### src/rtl/map_ssf_gen_if.sv
// CPU-side bus and memory-side outputs of the SSF bank mapper.
// The master drives the CPU strobes; the mapper (slave) drives the memory controls.
interface map_ssf_gen_if #(
    parameter int MEM_AW = 23
);
    logic [23:0]       cpu_addr;
    logic [15:0]       cpu_data;
    logic              cpu_oe;
    logic              cpu_ce_lo;
    logic              cpu_we_lo;
    logic              cpu_we_hi;
    logic              cpu_tim;
    logic [MEM_AW-1:0] mem_addr;
    logic [1:0]        mem_sel;
    logic              mem_oe;
    logic              mem_we_lo;
    logic              mem_we_hi;
    logic              map_oe;

    modport master (
        output cpu_addr, cpu_data, cpu_oe, cpu_ce_lo, cpu_we_lo, cpu_we_hi, cpu_tim,
        input  mem_addr, mem_sel, mem_oe, mem_we_lo, mem_we_hi, map_oe
    );

    modport slave (
        input  cpu_addr, cpu_data, cpu_oe, cpu_ce_lo, cpu_we_lo, cpu_we_hi, cpu_tim,
        output mem_addr, mem_sel, mem_oe, mem_we_lo, mem_we_hi, map_oe
    );
endinterface

### src/rtl/map_ssf_gen.sv
// SSF-style bank-switching mapper: per-window bank remap, write protect,
// shadowed banks with atomic commit, sticky lock and full save-state access.
module map_ssf_gen #(
    parameter int         BANKS      = 8,
    parameter int         BANK_W     = 5,
    parameter int         WIN_W      = 19,
    parameter int         ROM1_FIRST = 16,
    parameter int         BRAM_FIRST = 31,
    parameter logic [3:0] REG_NIB    = 4'hF,
    parameter logic [3:0] EXT_NIB    = 4'hE
) (
    input  logic       clk,
    input  logic       map_rst,
    map_ssf_gen_if.slave bus,
    input  logic       sst_act,
    input  logic       sst_we_map,
    input  logic [7:0] sst_addr,
    input  logic [7:0] sst_dato,
    output logic [7:0] sst_di,
    output logic       cart,
    output logic       led_r
);
    localparam int WB = $clog2(BANKS);

    logic [BANK_W-1:0] bank   [BANKS];
    logic [BANK_W-1:0] shadow [BANKS];
    logic [3:0]        ctrl;
    logic [BANKS-1:0]  wp;
    logic              defer;
    logic              lock;

    logic s1, s2, s3, sync_valid, armed, reg_we;

    logic [WB-1:0]           win;
    logic [BANK_W-1:0]       cur;
    logic [BANK_W+WIN_W-1:0] phys;
    logic                    rce;
    logic                    wr_ok;
    logic                    strobe;
    logic [3:0]              nib;
    logic [3:0]              off;
    logic [WB-1:0]           reg_k;
    logic                    k_ok;
    logic [WB-1:0]           sst_k;
    logic [15:0]             wp16;
    logic                    unused_bits;

    always_comb begin
        win   = bus.cpu_addr[WIN_W+WB-1:WIN_W];
        cur   = bank[win];
        phys  = {cur, bus.cpu_addr[WIN_W-1:0]};
        rce   = !bus.cpu_ce_lo;
        wr_ok = rce & ctrl[2] & !wp[win];
        nib   = bus.cpu_addr[7:4];
        off   = bus.cpu_addr[3:0];
        reg_k = WB'(off[3:1]);
        k_ok  = !off[0] && (int'(off[3:1]) < BANKS);
        sst_k = sst_addr[WB-1:0];
        wp16  = 16'(wp);
        strobe = !bus.cpu_tim && !bus.cpu_we_lo && (nib == REG_NIB || nib == EXT_NIB);

        bus.mem_addr  = phys[BANK_W+WIN_W-2:0];
        bus.mem_oe    = rce & !bus.cpu_oe;
        bus.map_oe    = rce & !bus.cpu_oe;
        bus.mem_we_lo = wr_ok & !bus.cpu_we_lo;
        bus.mem_we_hi = wr_ok & !bus.cpu_we_hi;
        if (int'(cur) < ROM1_FIRST)
            bus.mem_sel = 2'd0;
        else if (int'(cur) < BRAM_FIRST)
            bus.mem_sel = 2'd1;
        else
            bus.mem_sel = 2'd2;
    end

    assign unused_bits = ^{bus.cpu_data, bus.cpu_addr, phys[BANK_W+WIN_W-1]};
    assign cart  = ctrl[0];
    assign led_r = ctrl[1];

    always_comb begin
        sst_di = 8'hFF;
        if (int'(sst_addr) < BANKS)
            sst_di = 8'(bank[sst_k]);
        else if (sst_addr >= 8'd32 && int'(sst_addr) < 32 + BANKS)
            sst_di = 8'(shadow[sst_k]);
        else begin
            case (sst_addr)
                8'd16:   sst_di = {4'd0, ctrl};
                8'd17:   sst_di = wp16[7:0];
                8'd18:   sst_di = wp16[15:8];
                8'd19:   sst_di = {6'd0, lock, defer};
                default: sst_di = 8'hFF;
            endcase
        end
    end

    // armed stays low while a strobe held through reset is still asserted,
    // so only a fresh assertion after reset can produce a pulse.
    always_ff @(posedge clk) begin
        if (map_rst) begin
            s1         <= 1'b0;
            s2         <= 1'b0;
            s3         <= 1'b0;
            sync_valid <= 1'b0;
            armed      <= 1'b0;
            reg_we     <= 1'b0;
        end else begin
            s1         <= strobe;
            s2         <= s1;
            s3         <= s2;
            sync_valid <= 1'b1;
            armed      <= armed | (sync_valid & !s1);
            reg_we     <= s2 & !s3 & armed;
        end
    end

    always_ff @(posedge clk) begin
        if (map_rst) begin
            for (int unsigned i = 0; i < BANKS; i++) begin
                bank[i]   <= BANK_W'(i);
                shadow[i] <= BANK_W'(i);
            end
            ctrl  <= '0;
            wp    <= '0;
            defer <= 1'b0;
            lock  <= 1'b0;
        end else if (sst_we_map) begin
            if (int'(sst_addr) < BANKS)
                bank[sst_k] <= sst_dato[BANK_W-1:0];
            else if (sst_addr >= 8'd32 && int'(sst_addr) < 32 + BANKS)
                shadow[sst_k] <= sst_dato[BANK_W-1:0];
            else begin
                case (sst_addr)
                    8'd16: ctrl <= sst_dato[3:0];
                    8'd17: wp   <= BANKS'({wp16[15:8], sst_dato});
                    8'd18: wp   <= BANKS'({sst_dato, wp16[7:0]});
                    8'd19: begin
                        defer <= sst_dato[0];
                        lock  <= sst_dato[1];
                    end
                    default: ;
                endcase
            end
        end else if (reg_we && !sst_act && !lock) begin
            if (nib == REG_NIB) begin
                if (k_ok && (off[3:1] != 3'd0 || bus.cpu_data[15])) begin
                    if (off[3:1] == 3'd0)
                        ctrl <= bus.cpu_data[14:11];
                    shadow[reg_k] <= bus.cpu_data[BANK_W-1:0];
                    if (!defer)
                        bank[reg_k] <= bus.cpu_data[BANK_W-1:0];
                end
            end else if (nib == EXT_NIB) begin
                case (off)
                    4'd0: wp <= bus.cpu_data[BANKS-1:0];
                    4'd2: begin
                        if (bus.cpu_data[0])
                            for (int unsigned i = 0; i < BANKS; i++)
                                bank[i] <= shadow[i];
                    end
                    4'd4: begin
                        defer <= bus.cpu_data[0];
                        lock  <= lock | bus.cpu_data[1];
                    end
                    default: ;
                endcase
            end
        end
    end
endmodule

### src/flat_wrapper.sv
// flat-port wrapper written by rule: the top's interface ports become plain ports
module map_ssf_gen_flat 
#(
    parameter int         BANKS      = 8,
    parameter int         BANK_W     = 5,
    parameter int         WIN_W      = 19,
    parameter int         ROM1_FIRST = 16,
    parameter int         BRAM_FIRST = 31,
    parameter logic [3:0] REG_NIB    = 4'hF,
    parameter logic [3:0] EXT_NIB    = 4'hE
)
  (clk, map_rst, sst_act, sst_we_map, sst_addr, sst_dato, sst_di, cart, led_r, bus_cpu_addr, bus_cpu_data, bus_cpu_oe, bus_cpu_ce_lo, bus_cpu_we_lo, bus_cpu_we_hi, bus_cpu_tim, bus_mem_addr, bus_mem_sel, bus_mem_oe, bus_mem_we_lo, bus_mem_we_hi, bus_map_oe);
  map_ssf_gen_if #(.MEM_AW(23)) bus_i ();
  input  logic clk;
  input  logic map_rst;
  input  logic sst_act;
  input  logic sst_we_map;
  input  logic [7:0] sst_addr;
  input  logic [7:0] sst_dato;
  output logic [7:0] sst_di;
  output logic cart;
  output logic led_r;
  input wire logic [$bits(bus_i.cpu_addr)-1:0] bus_cpu_addr;
  input wire logic [$bits(bus_i.cpu_data)-1:0] bus_cpu_data;
  input wire logic [$bits(bus_i.cpu_oe)-1:0] bus_cpu_oe;
  input wire logic [$bits(bus_i.cpu_ce_lo)-1:0] bus_cpu_ce_lo;
  input wire logic [$bits(bus_i.cpu_we_lo)-1:0] bus_cpu_we_lo;
  input wire logic [$bits(bus_i.cpu_we_hi)-1:0] bus_cpu_we_hi;
  input wire logic [$bits(bus_i.cpu_tim)-1:0] bus_cpu_tim;
  output wire logic [$bits(bus_i.mem_addr)-1:0] bus_mem_addr;
  output wire logic [$bits(bus_i.mem_sel)-1:0] bus_mem_sel;
  output wire logic [$bits(bus_i.mem_oe)-1:0] bus_mem_oe;
  output wire logic [$bits(bus_i.mem_we_lo)-1:0] bus_mem_we_lo;
  output wire logic [$bits(bus_i.mem_we_hi)-1:0] bus_mem_we_hi;
  output wire logic [$bits(bus_i.map_oe)-1:0] bus_map_oe;
  assign bus_i.cpu_addr = bus_cpu_addr;
  assign bus_i.cpu_data = bus_cpu_data;
  assign bus_i.cpu_oe = bus_cpu_oe;
  assign bus_i.cpu_ce_lo = bus_cpu_ce_lo;
  assign bus_i.cpu_we_lo = bus_cpu_we_lo;
  assign bus_i.cpu_we_hi = bus_cpu_we_hi;
  assign bus_i.cpu_tim = bus_cpu_tim;
  assign bus_mem_addr = bus_i.mem_addr;
  assign bus_mem_sel = bus_i.mem_sel;
  assign bus_mem_oe = bus_i.mem_oe;
  assign bus_mem_we_lo = bus_i.mem_we_lo;
  assign bus_mem_we_hi = bus_i.mem_we_hi;
  assign bus_map_oe = bus_i.map_oe;
  map_ssf_gen #(.BANKS(BANKS), .BANK_W(BANK_W), .WIN_W(WIN_W), .ROM1_FIRST(ROM1_FIRST), .BRAM_FIRST(BRAM_FIRST), .REG_NIB(REG_NIB), .EXT_NIB(EXT_NIB)) u_core (.clk(clk), .map_rst(map_rst), .bus(bus_i), .sst_act(sst_act), .sst_we_map(sst_we_map), .sst_addr(sst_addr), .sst_dato(sst_dato), .sst_di(sst_di), .cart(cart), .led_r(led_r));
endmodule
### config.mk
export PLATFORM = sky130hd
export DESIGN_NAME = map_ssf_gen_flat
export DESIGN_NICKNAME = d
export VERILOG_FILES = /design/src/rtl/map_ssf_gen_if.sv /design/src/rtl/map_ssf_gen.sv /design/src/flat_wrapper.sv
export SDC_FILE = /design/constraint.sdc
export NUM_CORES = 1
export LEC_CHECK = 0
export CAP_MARGIN = 20
export CELL_PAD_IN_SITES_DETAIL_PLACEMENT = 1
export CELL_PAD_IN_SITES_GLOBAL_PLACEMENT = 2
export CORE_MARGIN = 5
export CORE_UTILIZATION = 34
export CTS_CLUSTER_SIZE = 20
export DETAILED_ROUTE_END_ITERATION = 12
export GPL_ROUTABILITY_DRIVEN = 0
export GPL_TIMING_DRIVEN = 0
export PLACE_DENSITY_LB_ADDON = 0.1
export SYNTH_ARGS = -nofsm -noshare
export SYNTH_HDL_FRONTEND = slang
export SYNTH_SLANG_ARGS = --single-unit
### constraint.sdc
create_clock -name clk -period 3.62 [get_ports clk]
set_input_delay 0.543 -clock clk [delete_from_list [all_inputs] [get_ports clk]]
set_output_delay 0.543 -clock clk [all_outputs]
set_load 0.03 [all_outputs]
After elaboration in Yosys (flattened, before gate mapping)
Memories as Yosys holds them, arrays and structs flattened.
Cells that the tools add are included.

storage, ports and cells
  register bits after elaboration = 20
  bits in latches = 0
  RAM bits = 80
  memory bits (read-only) = 0
  word-level logic and storage cells = 178
  memories kept = 2

operators by class
  add/sub/neg operators = 0
  $mul = 0
  div/mod/pow operators = 0
  order comparisons = 6
  equal/unequal tests = 14
  shift operators = 0
  muxes and demuxes = 92
  bitwise operators = 18
  reductions and logical operators = 36

memories
  memory         depth  bits a word  read ports  clocked after memory_dff  wr ports  RTL line           text
  u_core.bank    8      5            2           0                         8         map_ssf_gen.sv:25  logic [BANK_W-1:0] bank [BANKS];
  u_core.shadow  8      5            9           0                         8         map_ssf_gen.sv:26  logic [BANK_W-1:0] shadow [BANKS];

operator list
  cell                                                                          number
  8-bit 2-to-1 mux                                                              10
  5-bit 2-to-1 mux                                                              12
  1-bit 2-to-1 mux                                                              54
  8-bit by 5-bit equality test with 1-bit output, second input constant         4
  4-bit 2-to-1 mux                                                              8
  8-bit case mux with 4 select lines                                            1
  7-bit AND reduction                                                           3
  5-bit OR reduction                                                            4
  2-bit nonzero test                                                            7
  3-bit 2-to-1 mux                                                              4
  1-bit zero test                                                               11
  5-bit less-than comparator, second input constant                             2
  1-bit OR                                                                      10
  1-bit bitwise AND                                                             8
  4-bit equality test, second input constant                                    2
  8-bit by 6-bit >= comparator with 1-bit output, second input constant         1
  8-bit by 4-bit less-than comparator with 1-bit output, second input constant  1
  8-bit by 6-bit less-than comparator with 1-bit output, second input constant  1
  1-bit logical AND                                                             6
  2-bit by 1-bit inequality test with 1-bit output, second input constant       3
  2-bit inequality test, second input constant                                  3
  4-bit by 2-bit equality test with 1-bit output, second input constant         1
  4-bit by 3-bit equality test with 1-bit output, second input constant         1
  4-bit zero test                                                               1
  6 further kinds                                                               8

Logic depth before layout (Yosys ltp)
Gate-level depths: netlist of run 1.

  depth in word-level cells = 11
  depth in mapped cells = 8
  depth with buffers taken out = 5

Worst setup path before layout of run 1
OpenSTA, ideal clock, no wires.

  path kind = input to register
  start point = in sst_we_map
  end point = mem u_core.shadow[3][0] (enable)
  arrival time = 2.340 ns
  slack = 0.906 ns
  cell stages on the path = 6
  path buffers = 1
  cells stage by stage = buf_6 -> or4bb_1 -> nor3_1 -> nand2_1 -> a21boi_0 -> o21ai_0

RTL lines
  item         RTL line            text
  from (decl)  flat_wrapper.sv:17  input logic sst_we_map;
  to (decl)    map_ssf_gen.sv:26

Final worst setup path of run 1
  start point = in sst_addr[1]
  end point = out sst_di[2]

between the ends
  cells in the longest elaborated chain, start to end = 4
  elaborated cells on any way between the ends = 13
  those cells by class = order compare: 3; eq/ne: 4; mux: 3; reduce/logical: 1; memory: 2

RTL lines
  item                                                                     RTL line                              text
  from (decl)                                                              flat_wrapper.sv:18                    input logic [7:0] sst_addr;
  8-bit by 6-bit >= comparator with 1-bit output (tied with other cells)   map_ssf_gen.sv:83                     else if (sst_addr >= 8'd32 && int'(sst_addr) < 32 + BANKS)
  1-bit logical AND or 8-bit case mux with 4 select lines (tied branches)  map_ssf_gen.sv:83, map_ssf_gen.sv:86
  8-bit 2-to-1 mux                                                         map_ssf_gen.sv:83
  8-bit 2-to-1 mux *                                                       map_ssf_gen.sv:81                     if (int'(sst_addr) < BANKS)
  to (decl)                                                                flat_wrapper.sv:20                    output logic [7:0] sst_di;

Mark *: on every way between the ends. The rest lies on a longest branch, timed or not.

==> results of run 1 <==
==> layer usage <==
metal / track usage / routed length [um]
met5: 0 / 0
met2: 0.371 / 11600
met1: 0.304 / 10900
met4: 0.0757 / 714
met3: 0.0410 / 1400
==> cells in the mapped netlist (7+ instances only) <==
cell type	n
edfxtp_1	80
nand2_1	75
nor2_1	71
mux2i_1	42
o21ai_0	38
a21oi_1	28
clkbuf_1	23
buf_4	22
mux4_2	21
dfxtp_1	20
mux2_2	19
a22oi_1	15
nand3_1	13
buf_2	11
nand2b_1	11
inv_1	8
a21boi_0	7
o31ai_1	7
==> kinds of logic after synthesis <==
group,after synthesis,synth area share
multiplexers,82,0.174
flip-flops,100,0.441
buffers and inverters,68,0.0565
AO/OA/AOI/OAI,146,0.154
AND/OR/NAND/NOR,225,0.174
==> sequential cells by signal (all words and copies together), names as in the netlist, 4 cells and up <==
name	count
u_core.shadow	40
u_core.ctrl	4
u_core.wp	8
u_core.bank	40
==> power by group through the flow <==
stage               registers (W)  logic (W)  clock network [W]
global route              0.00129   0.000487            0.00109
CTS                       0.00129   0.000459            0.00104
global placement          0.00131   0.000450                  0
finish                    0.00129   0.000463            0.00104
detailed placement        0.00132   0.000455                  0
floorplan                 0.00130   0.000256                  0
==> final timing paths <==
kind,end,startpoint,cells after the start,slack (ns)
max reg2reg,u_core.shadow[1][3],u_core.lock,4,0.52
min reg2reg,u_core.s2,u_core.s1,2,0.45
max,sst_di[2],sst_addr[1],7,0.09
min,u_core.s2,u_core.s1,2,0.45
==> timing repair <==
action                                  CTS  global route
endpoints found under the setup margin    9             9
pin swaps                                 0             0
hold buffers                              0             0
gates resized for setup                  21             7
==> worst max-delay path: cells and delay by family <==
| family | cells | cell delay (ns) |
|---|---|---|
| multiplexers | 1 | 0.41 |
| buffers and inverters | 3 | 1.26 |
| AO/OA/AOI/OAI | 3 | 0.77 |
==> through the flow <==
step / cells / hold slack [ns] / setup slack, ns
2_1_floorplan: 621 / 0.410 / 0.906
3_3_place_gp: 937 / 0.430 / -0.750
3_5_place_dp: 937 / 0.447 / -0.778
4_1_cts: 953 / 0.458 / 0.00621
5_1_grt: 953 / 0.475 / 0.0446
6_report: 953 / 0.448 / 0.0853
==> layout make-up <==
type                       instances  area, um^2  area share
multi-input combinational        453        3210       0.411
sequential                       100        2800       0.358
timing repair buffer              82         815       0.104
buffer                            60         353      0.0451
tap                              234         293      0.0374
clock buffer                       9         225      0.0288
clock inverter                     7        91.3      0.0117
inverter                           8        30.0     0.00384
==> flow_metrics.env, run 1 <==
export IMPL_status="completed"
export IMPL_p_per_area_mw_per_mm2=357
export IMPL_hold_viol=0
export IMPL_ir_worst_vdd_mv=0.258
export IMPL_cap_violations=0
export IMPL_clockPowerShare=0.373
export IMPL_critPathMaxStageDelay_ns=0.59
export IMPL_synth_cell_types=65
export IMPL_nets=779
export IMPL_cts_root_buf="clkbuf_16"
export IMPL_fin_setup_tns_ns=0
export IMPL_diodes=0
export IMPL_yosysTopAreaCell="edfxtp_1"
export IMPL_die_w_um=147
export IMPL_vias=5500
export IMPL_drt_iter0_drc=389
export IMPL_fin_area_mm2=0.00782
export IMPL_core_region_area_mm2=0.0186
export IMPL_area_delta_synth_final_pct=23.1
export IMPL_final_period_utilization=0.976
export IMPL_drv_slew=0
export IMPL_rsz0062_at_grt="false"
export IMPL_required_ns=3.08
export IMPL_dp_hpwl_mm=19.7
export IMPL_routed_wl_mm=24.6
export IMPL_clk_pin_slew_worst_paths_ns=0.08
export IMPL_first_pass_iters=6
export IMPL_p_switching_w=0.000781
export IMPL_placed_area_mm2=0.00747
export IMPL_synth_top_cells_by_area="edfxtp_1 38%, mux4_2 7.4%, mux2i_1 6.6%"
export IMPL_skew_ns=0.0102
export IMPL_drcViolationCount=0
export IMPL_clk_path_buf_depth=2
export IMPL_power_share_switching=0.280
export IMPL_clkLatencyLatePin_ns=0.36
export IMPL_arrival_ns=2.99
export IMPL_io_pins=104
export IMPL_leakage_nw=2.63
export IMPL_track_usage=0.226
export IMPL_relSlewSlack=0.345
export IMPL_tritoncts="done"
export IMPL_synthArstFlopShare=0
export IMPL_post_cts_buffers=0
export IMPL_crit_path_end_kind="output port"
export IMPL_final_common_cell="edfxtp_1"
export IMPL_cts_sinks=100
export IMPL_first_global_vias=5794
export IMPL_synth_area_per_cell_um2=10.2
export IMPL_tightest_slew_ns=0.975
export IMPL_synthFlopType="edfxtp_1"
export IMPL_synth_seq_cells=100
export IMPL_setup_violations=0
export IMPL_synth_top_cell_area_share=0.378
export IMPL_fmax_mhz=283
export IMPL_crit_path_start_kind="input port"
export IMPL_seq_area_frac_synth=0.441
export IMPL_routedWlPerCell_um=25.8
export IMPL_gr_total_overflow=0
export IMPL_cts_buffers=9
export IMPL_fillers=2096
export IMPL_port_buffers=82
export IMPL_synthCells=621
export IMPL_grt_pass1_wl_mm=36.6
export IMPL_antenna_left=0
export IMPL_final_cell_mix="80 x edfxtp_1, 75 x nand2_1, 74 x clkdlybuf4s50_1"
export IMPL_cts_htree_levels=3
export IMPL_final_layout_size_suffix_gt1_frac=0.157
export IMPL_power_w=0.00279
export IMPL_start_util=0.342
export IMPL_cp_max_fo=10
export IMPL_viasPerCell=5.77
export IMPL_synth_enable_flop_cells=80
export IMPL_fin_util=0.421
export IMPL_ys_warn_count=0
export IMPL_hp_class="reg2reg"
export IMPL_num_rows=50
export IMPL_grt_max_degree=20
export IMPL_crit_type="in2out"
export IMPL_period_minus_slack_ns=3.53
export IMPL_internal_power_w=0.00201
export IMPL_path_cells="clkbuf_1 -> clkbuf_2 -> mux4_2 -> o2111ai_1 -> a21oi_1 -> a31o_2 -> clkdlybuf4s50_1"
export IMPL_die_area_mm2=0.0215
export IMPL_die_y_um=147
export IMPL_slowest_stage="clkdlybuf4s50_1"
export IMPL_syn_nets=686
export IMPL_antenna_found_initial=0
export IMPL_power_frac_seq=0.462
export IMPL_p_comb_frac=0.166
export IMPL_syn_area_mm2=0.00635
Power figures use the tool's default switching activity.
==> inputs of run 2 (changes only) <==
--- a/config.mk
+++ b/config.mk
@@ -14,6 +14,7 @@
 export DETAILED_ROUTE_END_ITERATION = 12
 export GPL_ROUTABILITY_DRIVEN = 0
 export GPL_TIMING_DRIVEN = 0
+export HOLD_SLACK_MARGIN = 0.02
 export PLACE_DENSITY_LB_ADDON = 0.1
 export SYNTH_ARGS = -nofsm -noshare
 export SYNTH_HDL_FRONTEND = slang
==> results of run 2 <==
Final layout, timing and power as in run 1 (identical DEF).
==> inputs of run 3 (changes only) <==
--- a/config.mk
+++ b/config.mk
@@ -9,7 +9,7 @@
 export CELL_PAD_IN_SITES_DETAIL_PLACEMENT = 1
 export CELL_PAD_IN_SITES_GLOBAL_PLACEMENT = 2
 export CORE_MARGIN = 5
-export CORE_UTILIZATION = 34
+export CORE_UTILIZATION = 31
 export CTS_CLUSTER_SIZE = 20
 export DETAILED_ROUTE_END_ITERATION = 12
 export GPL_ROUTABILITY_DRIVEN = 0
@@ -19,3 +19,4 @@
 export SYNTH_ARGS = -nofsm -noshare
 export SYNTH_HDL_FRONTEND = slang
 export SYNTH_SLANG_ARGS = --single-unit
+export TNS_END_PERCENT = 1
==> constraint.sdc (replaced) <==
create_clock -name clk -period 3.2 [get_ports clk]
set_input_delay 0.48 -clock clk [delete_from_list [all_inputs] [get_ports clk]]
set_output_delay 0.48 -clock clk [all_outputs]
set_load 0.03 [all_outputs]
==> run 3 against run 2 <==
  * The run now ends with negative setup slack left
  * Non-clock buffer count did not move
  * Critical path depth fell by 1
  * Sequential power rose by 13%
  * Worst setup slack got worse by 0.18 ns
==> flow_metrics.env, run 3 (synthesis results as in run 1) <==
export IMPL_violations="negative setup slack"
export IMPL_clk_pin_slew_worst_paths_ns=0.08
export IMPL_num_rows=52
export IMPL_drcViolationCount=0
export IMPL_place_ws_ns=-1.05
export IMPL_fillers=2262
export IMPL_drt_iter0_drc=476
export IMPL_rsz0062_at_grt="true"
export IMPL_tightest_slew_ns=0.831
export IMPL_first_global_vias=5684
export IMPL_crit_path_start_kind="input port"
export IMPL_cts_sinks=100
export IMPL_tritoncts="done"
export IMPL_area_delta_synth_final_pct=23.6
export IMPL_dp_hpwl_mm=20.3
export IMPL_fmax_mhz=303
export IMPL_routed_wl_mm=24.8
export IMPL_setup_violations=4
export IMPL_vias=5396
export IMPL_startpoint="sst_addr[7]"
export IMPL_cts_buffers=9
export IMPL_status="complete, but fails checks"
export IMPL_viasPerCell=5.46
export IMPL_post_cts_buffers=0
export IMPL_final_common_cell="edfxtp_1"
export IMPL_first_pass_iters=4
export IMPL_clkLatencyLatePin_ns=0.36
export IMPL_drv_slew=0
export IMPL_leakage_nw=2.60
export IMPL_antenna_left=0
export IMPL_cts_root_buf="clkbuf_16"
export IMPL_arrival_ns=2.82
export IMPL_relSlewSlack=0.441
export IMPL_cts_htree_levels=3
export IMPL_min_from="u_core.s1"
export IMPL_die_w_um=153
export IMPL_critPathMaxStageDelay_ns=0.56
export IMPL_p_per_area_mw_per_mm2=392
export IMPL_grt_pass1_wl_mm=36.9
export IMPL_required_ns=2.72
export IMPL_crit_path_end_kind="output port"
export IMPL_cp_max_fo=10
export IMPL_crit_type="in2out"
export IMPL_final_cell_mix="80 x edfxtp_1, 75 x nand2_1, 70 x nor2_1"
export IMPL_antenna_found_initial=0
export IMPL_r2r_slack_ns=0.39
export IMPL_top_regs="u_core.bank x40, u_core.shadow x40, u_core.wp x8"
export IMPL_final_period_utilization=1.03
export IMPL_grt_max_degree=20
export IMPL_cap_violations=0
export IMPL_start_util=0.314
export IMPL_diodes=0
export IMPL_fin_area_mm2=0.00785
export IMPL_hold_viol=0
export IMPL_final_layout_size_suffix_gt1_frac=0.163
export IMPL_ir_worst_vdd_mv=0.251
export IMPL_r2r_start="u_core.lock"
export IMPL_layout_setup_ws_ns=-0.0985
export IMPL_io_pins=104
export IMPL_hp_class="reg2reg"
export IMPL_gr_total_overflow=0
export IMPL_core_region_area_mm2=0.0202
export IMPL_multiInputGateArea_mm2=0.00323
export IMPL_seqCellArea_mm2=0.00280
export IMPL_placed_area_mm2=0.00751
export IMPL_skew_ns=0.0106
export IMPL_routedWlPerCell_um=25.1
export IMPL_holdBufCountCts=0
export IMPL_period_minus_slack_ns=3.30
export IMPL_track_usage=0.210
export IMPL_nets=779
export IMPL_clk_path_buf_depth=2
export IMPL_slowest_stage="nor4_2"
export IMPL_port_buffers=82
export IMPL_path_cells="clkdlybuf4s50_1 -> nor4_2 -> clkbuf_2 -> nand2_1 -> o221ai_1 -> dlygate4sd2_1"
export IMPL_die_y_um=153
export IMPL_die_area_mm2=0.0235
==> run 3: path summary, 6_finish.rpt <==
kind,endpoint,cells after the start
setup reg to reg,u_core.bank[7][1],6
setup / recovery,sst_di[1],6
hold / removal,u_core.s2,2
hold reg to reg,u_core.s2,2
==> run 3: power by group <==
group / total, W / leakage, nW / switching [W] / internal (W)
combinational: 0.000521 / 1.54 / 0.000311 / 0.000210
clock: 0.00110 / 0.140 / 0.000548 / 0.000548
sequential: 0.00146 / 0.913 / 0.0000242 / 0.00144
==> run 3: timing repair <==
action,4_1_cts,5_1_grt
gates resized for setup,38,15
setup endpoints to repair,46,35
pin swaps,0,0
==> run 3: final cells by class <==
class,count,share of cell area
Multi-Input combinational cell,453,0.411
Sequential cell,100,0.357
Timing Repair Buffer,82,0.103
Buffer,60,0.0453
Tap cell,270,0.0430
Clock buffer,9,0.0287
Clock inverter,7,0.00861
Inverter,8,0.00382
==> run 3: critical path: cells and delay by family <==
family	cells	cell delay, ns
AO/OA/AOI/OAI	1	0.27
buffers and inverters	3	1.27
AND/OR/NAND/NOR	2	0.79
==> run 3: routing by layer <==
layer | vias up | track usage | wire [um]
met3 | 40 | 0.0319 | 980
met2 | 145 | 0.340 | 11700
met5 | - | 0 | 0
met1 | 2694 | 0.286 | 11400
li1 | 2517 | - | -
met4 | 0 | 0.0734 | 717
==> run 3: metrics by stage <==
stage          setup TNS, ns   util  instances  hold slack, ns  power (W)
2_1_floorplan              0      -        621           0.410    0.00176
3_3_place_gp          -33.92  0.371        973           0.431    0.00200
3_5_place_dp          -36.41  0.371        973           0.440    0.00201
4_1_cts               -0.448  0.387        989           0.452    0.00309
5_1_grt               -0.715  0.388        989           0.472    0.00319
6_report              -0.346  0.388        989           0.443    0.00308
